`config.mk`:
```
export PLATFORM = sky130hd
export DESIGN_NAME = pausible_rx_port
export DESIGN_NICKNAME = d
export VERILOG_FILES = /design/src/rtl/pausible_rx_port.sv
export SDC_FILE = /design/constraint.sdc
export NUM_CORES = 1
export LEC_CHECK = 0
export CAP_MARGIN = 20
export CORE_ASPECT_RATIO = 1.5
export CORE_MARGIN = 4
export CORE_UTILIZATION = 25
export DETAILED_ROUTE_END_ITERATION = 16
export PLACE_DENSITY_LB_ADDON = 0.08
export SYNTH_ARGS = -nofsm -noshare
export SYNTH_HDL_FRONTEND = slang
export SYNTH_SLANG_ARGS = --single-unit
```
`constraint.sdc`:
```
create_clock -name clock -period 2.7 [get_ports clock]
set_clock_uncertainty 0.15 [all_clocks]
set_input_delay 0.675 -clock clock [delete_from_list [all_inputs] [get_ports clock]]
set_output_delay 0.675 -clock clock [all_outputs]
set_load 0.01 [all_outputs]
```
`src/rtl/pausible_rx_port.sv`:
```
// Pausible-clock receive port: 4-phase async sender captured through a
// clock-pausing mutex into a small FIFO drained by a valid/ready consumer.
module pausible_rx_port #(
    parameter int WIDTH = 8,
    parameter int DEPTH = 4
) (
    input  logic                         clock,
    input  logic                         rst,
    input  logic                         ch_req,
    input  logic [WIDTH-1:0]             ch_data,
    output logic                         ch_ack,
    output logic                         mx_req,
    input  logic                         mx_grant,
    output logic                         out_valid,
    input  logic                         out_ready,
    output logic [WIDTH-1:0]             out_data,
    output logic [$clog2(DEPTH):0]       level,
    output logic                         grant_err
);
    localparam int AW = $clog2(DEPTH);
    localparam int LW = AW + 1;

    logic [WIDTH-1:0] mem_q [DEPTH];
    logic [AW-1:0]    wptr_q, wptr_d;
    logic [AW-1:0]    rptr_q, rptr_d;
    logic [LW-1:0]    level_q, level_d;
    logic             ack_q, ack_d;
    logic             gerr_q, gerr_d;
    logic             full, phase_evt, push, pop;

    // ch_req only reaches state through mx_req, which the mutex settles
    assign full      = (level_q == LW'(DEPTH));
    assign mx_req    = (ch_req & ~ack_q & ~full) | (~ch_req & ack_q);
    assign phase_evt = mx_grant & mx_req & ~rst;
    assign push      = phase_evt & ~ack_q;
    assign pop       = out_valid & out_ready & ~rst;

    assign ch_ack    = ack_q;
    assign out_valid = (level_q != '0);
    assign out_data  = mem_q[rptr_q];
    assign level     = level_q;
    assign grant_err = gerr_q;

    always_comb begin
        ack_d   = ack_q;
        wptr_d  = wptr_q;
        rptr_d  = rptr_q;
        level_d = level_q;
        gerr_d  = gerr_q | (mx_grant & ~mx_req);
        if (phase_evt) begin
            ack_d = ~ack_q;
        end
        if (push) begin
            wptr_d = wptr_q + AW'(1);
        end
        if (pop) begin
            rptr_d = rptr_q + AW'(1);
        end
        case ({push, pop})
            2'b10:   level_d = level_q + LW'(1);
            2'b01:   level_d = level_q - LW'(1);
            default: level_d = level_q;
        endcase
    end

    always_ff @(posedge clock) begin
        if (rst) begin
            ack_q   <= 1'b0;
            wptr_q  <= '0;
            rptr_q  <= '0;
            level_q <= '0;
            gerr_q  <= 1'b0;
        end else begin
            ack_q   <= ack_d;
            wptr_q  <= wptr_d;
            rptr_q  <= rptr_d;
            level_q <= level_d;
            gerr_q  <= gerr_d;
        end
    end

    // storage survives reset; only the pointers are cleared
    always_ff @(posedge clock) begin
        if (push) begin
            mem_q[wptr_q] <= ch_data;
        end
    end
endmodule

```
==> flow_metrics.py, run 1 <==
metrics = {
    "timing": {
        "setup_viol": 0,
        "final-max-slew-violation-count": 0,
        "tns_ns": 0,
        "period_minus_slack_ns": 2.607,
        "slew_headroom_pct": 69.17,
        "timing.final.ws_setup_ns": 0.09297,
        "hold_viol_final": 0,
        "worst_pin_slew_ns": 0.4618,
        "fin_crit_sh_pct": 96.56,
        "fmax_mhz": 383.6,
        "rsz0062_at_grt": "no",
    },
    "job": {
        "drv_cap": 0,
    },
    "cells_and_area": {
        "final_cells": 236,
        "area_growth_syn_to_layout_pct": 34.30,
        "nNetsFinal": 176,
        "multi_input_area_sq_um": 541.8,
        "fill_cells": 684,
        "antenna_cells": 0,
        "ff_latch_area_sq_um": 1181,
        "drive_above_1_share_pct": 25.95,
        "utilization_pct": 34.61,
        "final_area_sq_um": 2371,
    },
    "place": {
        "io_buffers": 27,
        "dp.cells": 227,
        "place_area_sq_um": 2256,
        "pre_cts_ws_ns": -0.2064,
        "dp_hpwl_mm": 2.458,
        "gp_congestion": 0.7730,
    },
    "floorplan": {
        "initial_core_util_pct": 25.77,
        "pin_count": 28,
        "die_area_sq_um": 8498,
        "core.rowCount": 37,
        "core-area_sq_um": 6852,
        "die_h_microns": 110.9,
        "die_w_microns": 76.62,
    },
    "synthesis": {
        "ys_seq_area_share_pct": 66.90,
        "synth_area_leader_cell": "edfxtp_1",
        "syn_area_sq_um": 1765,
        "ys_ff_latch": 43,
        "synth_edf_count": 32,
        "synthTopCellsByCount": "edfxtp_1, dfxtp_1, nor2_1",
        "yosys.area.top_type_share_pct": 54.43,
        "synth_top_flop_cell": "edfxtp_1",
        "synthesis.nets": 126,
        "synthCells": 107,
        "yosysWarnings": 0,
        "post-synth-top-count-cell": "edfxtp_1",
        "async_flop_share_pct": 0,
        "syn_area_per_cell_sq_um": 16.50,
        "synthDistinctLibCells": 28,
        "yosys-top-cells-area": "edfxtp_1, dfxtp_1, mux4_2",
    },
    "global_route": {
        "grt_max_degree": 14,
        "track_usage_pct": 9.184,
        "antenna_found_initial": 0,
        "gr-total-overflow": 0,
        "grt_pass1_wl_mm": 5.947,
        "grt_pass1_vias": 1175,
    },
    "routing": {
        "drt-total-wl_mm": 3.448,
        "dr.first_iter.drc_count": 32,
        "vias_per_cell": 4.326,
        "via_count": 1021,
        "first_pass_iters": 4,
        "drc_errors": 0,
        "post_drt_wl_per_cell_microns": 14.61,
        "drtAntennaViolNets": 0,
    },
    "critical_path": {
        "crit_arrival_ns": 1.78,
        "crit_cells": 3,
        "crit_fanout": 8,
        "rr_worst_depth": 10,
        "worstSetupEndpointType": "primary output",
        "critical_path_class": "reg2out",
        "cp_num_buf_inv": 2,
        "required_ns": 1.88,
        "worstReg2RegEnd": "level[2]",
        "crit_chain": "buf_8, mux4_2, clkdlybuf4s50_1",
        "crit_path_start_kind": "flop",
        "critPathSlowestCell": "mux4_2",
        "reg2reg_slack_ns": 0.36,
        "critPathTopFamily": "buffers and inverters",
        "r2r_start": "level[2]",
        "slowest_delay_ns": 0.50,
    },
    "pwr": {
        "p_leak_uw": 0.0008829,
        "power.internal_uw": 993.0,
        "pwr-share-seq_pct": 57.3,
        "switchingPower_uw": 291.6,
        "power_per_cell_area_nw_per_um2": 541.8,
        "swShare_pct": 22.70,
        "clock_power_share_pct": 31.3,
        "vdd.ir_drop.worst_uv": 183.1,
        "p_comb_share_pct": 11.5,
    },
    "cts": {
        "cts_buffers": 5,
        "cts_tree": "yes",
        "htreeDepth": 2,
        "cts.sinks": 43,
        "path_clk_slew_ns": 0.08,
        "clock_latency_ns": 0.29,
        "hold_buffers": 0,
        "cts_buffer_depth": 2,
        "cts_root_buf": "clkbuf_8",
    },
    "min_path": {
        "hp-start": "grant_err",
        "holdPathEnd": "grant_err",
        "hold_depth": 2,
        "hp-class": "reg2reg",
    },
    "outcome": {
        "status": "finished, final reports clean",
    },
}
[state kept, by name, summed over array words and instances (netlist names), named ones only]
register,flops
mem_q,32
level,3
rptr_q,2
wptr_q,2
ch_ack,1
grant_err,1
[cell families after synthesis]
family	count (synthesis)	synth area share, %
AO/OA/AOI/OAI	8	3.260
XOR/XNOR	4	1.984
adder cells (fa/ha/maj)	6	4.678
buffers and inverters	11	2.409
flip-flops	43	66.90
multiplexers	10	11.62
AND/OR/NAND/NOR	25	9.143
[cell type report]
| type | instances | share of cell area, % |
|---|---|---|
| clock inverter | 2 | 0.5277 |
| multi-input combinational | 53 | 22.85 |
| timing repair buffer | 46 | 18.36 |
| inverter | 8 | 1.266 |
| sequential | 43 | 49.82 |
| clock buffer | 6 | 3.061 |
| tap | 78 | 4.116 |
[worst register-to-register path: cells and delay by family, from the launching register on]
kind / cells / cell delay (ns)
fa+ha+maj: 2 / 0.53
flops: 1 / 0.43
xor+xnor: 1 / 0.16
buf+inv: 3 / 0.26
compound gates: 1 / 0.14
simple gates: 3 / 0.60
[stage by stage]
stage | hold WS (ns) | total power, uW
2_1_floorplan | 0.3307 | 817.7
3_3_place_gp | 0.3190 | 902.0
3_5_place_dp | 0.3091 | 902.9
4_1_cts | 0.3320 | 1315
5_1_grt | 0.3819 | 1362
6_report | 0.3249 | 1285
[layout by cell type, fill, tap and decap left out, types with 2 or more instances in the layout]
cell type,count
edfxtp_1,32
clkdlybuf4s50_1,18
buf_4,18
dfxtp_1,11
nor2_1,10
inv_1,8
mux4_2,8
dlymetal6s2s_1,7
ha_1,5
clkbuf_8,5
nand2b_1,4
and2_1,4
xor2_1,4
nor3b_4,2
a21oi_1,2
dlygate4sd2_1,2
[worst max path at each step]
| stage | from | end | slack [ns] |
|---|---|---|---|
| final | flop | out_data[4] | 0.09 |
| after global routing | flop | out_data[4] | 0.00006 |
| after CTS | flop | out_data[1] | 0.02 |
| after detailed placement | ch_req | level[2] | -0.21 |
| after global placement | ch_req | mx_req | -0.17 |
| after floorplan | rst | level[2] | 0.37 |
[per-layer routing]
layer | GRT usage (%) | wire length (microns)
met3 | 2.439 | 110
met4 | 4.353 | 74
met1 | 10.33 | 1444
met5 | 0 | 0
met2 | 15.97 | 1818
[power groups by stage]
stage	Sequential [uW]	Clock, uW	Combinational, uW
floorplan	750	0	67.7
global placement	750	0	152
detailed placement	751	0	152
CTS	736	427	153
global route	738	460	164
finish	736	401	148
[what timing repair did]
action                                  CTS  global route
resized for setup                         3             8
endpoints found under the setup margin    4             9
setup buffers                             0             1
pin swaps                                 0             0
No activity file was read; power rests on OpenSTA's default activity.
==> inputs of run 2 (changes only) <==
--- a/config.mk
+++ b/config.mk
@@ -9,8 +9,10 @@
 export CORE_ASPECT_RATIO = 1.5
 export CORE_MARGIN = 4
 export CORE_UTILIZATION = 25
+export CTS_CLUSTER_SIZE = 24
 export DETAILED_ROUTE_END_ITERATION = 16
 export PLACE_DENSITY_LB_ADDON = 0.08
+export SETUP_SLACK_MARGIN = 0.4
 export SYNTH_ARGS = -nofsm -noshare
 export SYNTH_HDL_FRONTEND = slang
 export SYNTH_SLANG_ARGS = --single-unit
==> run 2 against run 1 <==
Critical path depth grew 2. Critical path type unchanged. Power rose by 7.7%. Hold slack improved by 0.0047 ns. Largest cell class unchanged. Sequential share of layout area shrank 2.1 points. Sequential power is essentially flat. Final area up 5.5%. Register-to-register slack improved by 0.11 ns. Critical endpoint is now out_data[3]. First-iteration DRC count decreased by 28%. Worst setup slack improved by 0.25 ns.
==> flow_metrics.py, run 2 (synthesis gave the netlist of run 1 again) <==
metrics = {
    "cts": {
        "cts.sinks": 43,
        "clock_latency_ns": 0.28,
        "hold_buffers": 0,
        "cts_buffers": 5,
        "htreeDepth": 2,
        "path_clk_slew_ns": 0.08,
        "cts_tree": "yes",
        "cts_buffer_depth": 2,
        "cts_root_buf": "clkbuf_8",
    },
    "floorplan": {
        "die_area_sq_um": 8498,
        "core.rowCount": 37,
        "pin_count": 28,
        "core-area_sq_um": 6852,
        "initial_core_util_pct": 25.77,
        "die_w_microns": 76.62,
        "die_h_microns": 110.9,
    },
    "cells_and_area": {
        "drive_above_1_share_pct": 41.67,
        "regMostFlops": "mem_q",
        "fill_cells": 679,
        "largest_reg_flops": 32,
        "nNetsFinal": 186,
        "antenna_cells": 0,
        "area_growth_syn_to_layout_pct": 41.74,
        "final_common_cell": "edfxtp_1",
        "final_cell_mix": "edfxtp_1, buf_4, clkdlybuf4s50_1, nor2_1, buf_6",
    },
    "place": {
        "dp_hpwl_mm": 2.568,
        "io_buffers": 27,
        "gp_congestion": 0.6997,
    },
    "outcome": {
        "status": "finished, final reports clean",
    },
    "global_route": {
        "grt_pass1_wl_mm": 5.713,
        "grt_pass1_vias": 1153,
        "grt_max_degree": 14,
        "antenna_found_initial": 0,
        "gr-total-overflow": 0,
        "track_usage_pct": 8.911,
    },
    "critical_path": {
        "cp_num_buf_inv": 4,
        "crit_top_cell": "buf_6",
        "crit_arrival_ns": 1.54,
        "crit_path_start_kind": "flop",
        "required_ns": 1.88,
        "reg2reg_slack_ns": 0.47,
        "critPathSlowestCell": "mux4_2",
        "crit_fanout": 3,
        "worstSetupEndpointType": "primary output",
        "critPathTopFamily": "multiplexers",
        "critical_path_class": "reg2out",
        "crit_chain": "buf_6, buf_12, buf_8, mux4_2, buf_6",
        "slowest_delay_ns": 0.49,
    },
    "routing": {
        "via_count": 1059,
        "first_pass_iters": 4,
        "drt-total-wl_mm": 3.577,
        "post_drt_wl_per_cell_microns": 14.54,
        "drtAntennaViolNets": 0,
        "vias_per_cell": 4.305,
        "drc_errors": 0,
        "dr.first_iter.drc_count": 23,
    },
    "timing": {
        "fin_crit_sh_pct": 87.48,
        "setup_viol": 0,
        "final-max-slew-violation-count": 0,
        "worst_pin_slew_ns": 0.3868,
        "rsz0062_at_grt": "yes",
        "fmax_mhz": 423.4,
        "whs_ns": 0.3297,
        "hold_viol_final": 0,
        "slew_headroom_pct": 73.89,
        "period_minus_slack_ns": 2.362,
        "tns_ns": 0,
    },
    "pwr": {
        "p_leak_uw": 0.0009123,
        "power_per_cell_area_nw_per_um2": 553.0,
        "vdd.ir_drop.worst_uv": 193.5,
    },
    "min_path": {
        "hp-class": "reg2reg",
    },
    "job": {
        "drv_cap": 0,
    },
}
run 2: cell count changes in the layout (fill, tap and decap cells not counted), moves of 3 or more:
cell	previous run	this run
buf_2	0	3
buf_4	18	23
buf_6	0	9
clkdlybuf4s50_1	18	13
dfxtp_1	11	6
dfxtp_4	0	3
dlymetal6s2s_1	7	0
run 2: cell type report:
cell class                 count  area (sq um)  share of cell area (%)
sequential                    43          1195                   47.75
multi-input combinational     53         566.8                   22.65
timing repair buffer          56         506.7                   20.25
tap                           78         97.59                   3.900
clock buffer                   7         76.32                   3.050
clock inverter                 1         30.03                   1.200
inverter                       8         30.03                   1.200
run 2: metal layers:
layer	routed length, microns	share of wire, %	GRT usage, %
met1	1435	40	9.549
met2	1969	55	15.85
met3	123	3.4	2.764
met4	48	1.3	3.990
met5	0	0	0
run 2: path summary, 6_finish.rpt:
path,start,depth (start not counted),endpoint
max,flop,5,out_data[3]
min,grant_err,2,grant_err
max reg2reg,level[0],10,level[2]
min reg2reg,grant_err,2,grant_err
run 2: what timing repair did:
item / 4_1_cts / 5_1_grt
setup buffers: 5 / 4
hold endpoints to repair: 0 / 0
setup endpoints to repair: 13 / 12
resized for setup: 55 / 10
pin swaps: 2 / 2
run 2: worst register-to-register path, delay by kind of cell, from the launching register on:
kind / cells / cell delay, ns
DFF: 1 / 0.37
adders and majority gates: 2 / 0.51
AOI/OAI and AO/OA: 1 / 0.14
and+or+nand+nor: 3 / 0.60
xor gates and xnor gates: 1 / 0.15
buffers and inverters: 3 / 0.25
run 2: per-stage QoR:
step	setup slack [ns]	utilization [%]	cells	cell area, sq um	power, uW
3_5_place_dp	-0.2499	33.29	229	2281	907.8
6_report	0.3380	36.52	246	2502	1384
3_3_place_gp	-0.2051	33.29	229	2281	906.1
2_1_floorplan	0.4059	-	107	1777	819.7
4_1_cts	0.2590	35.65	242	2442	1397
5_1_grt	0.2726	36.52	246	2502	1450
run 2: power breakdown:
part / switching [uW] / internal, uW
Sequential: 10.6 / 723
Combinational: 69.0 / 106
Clock: 199 / 277
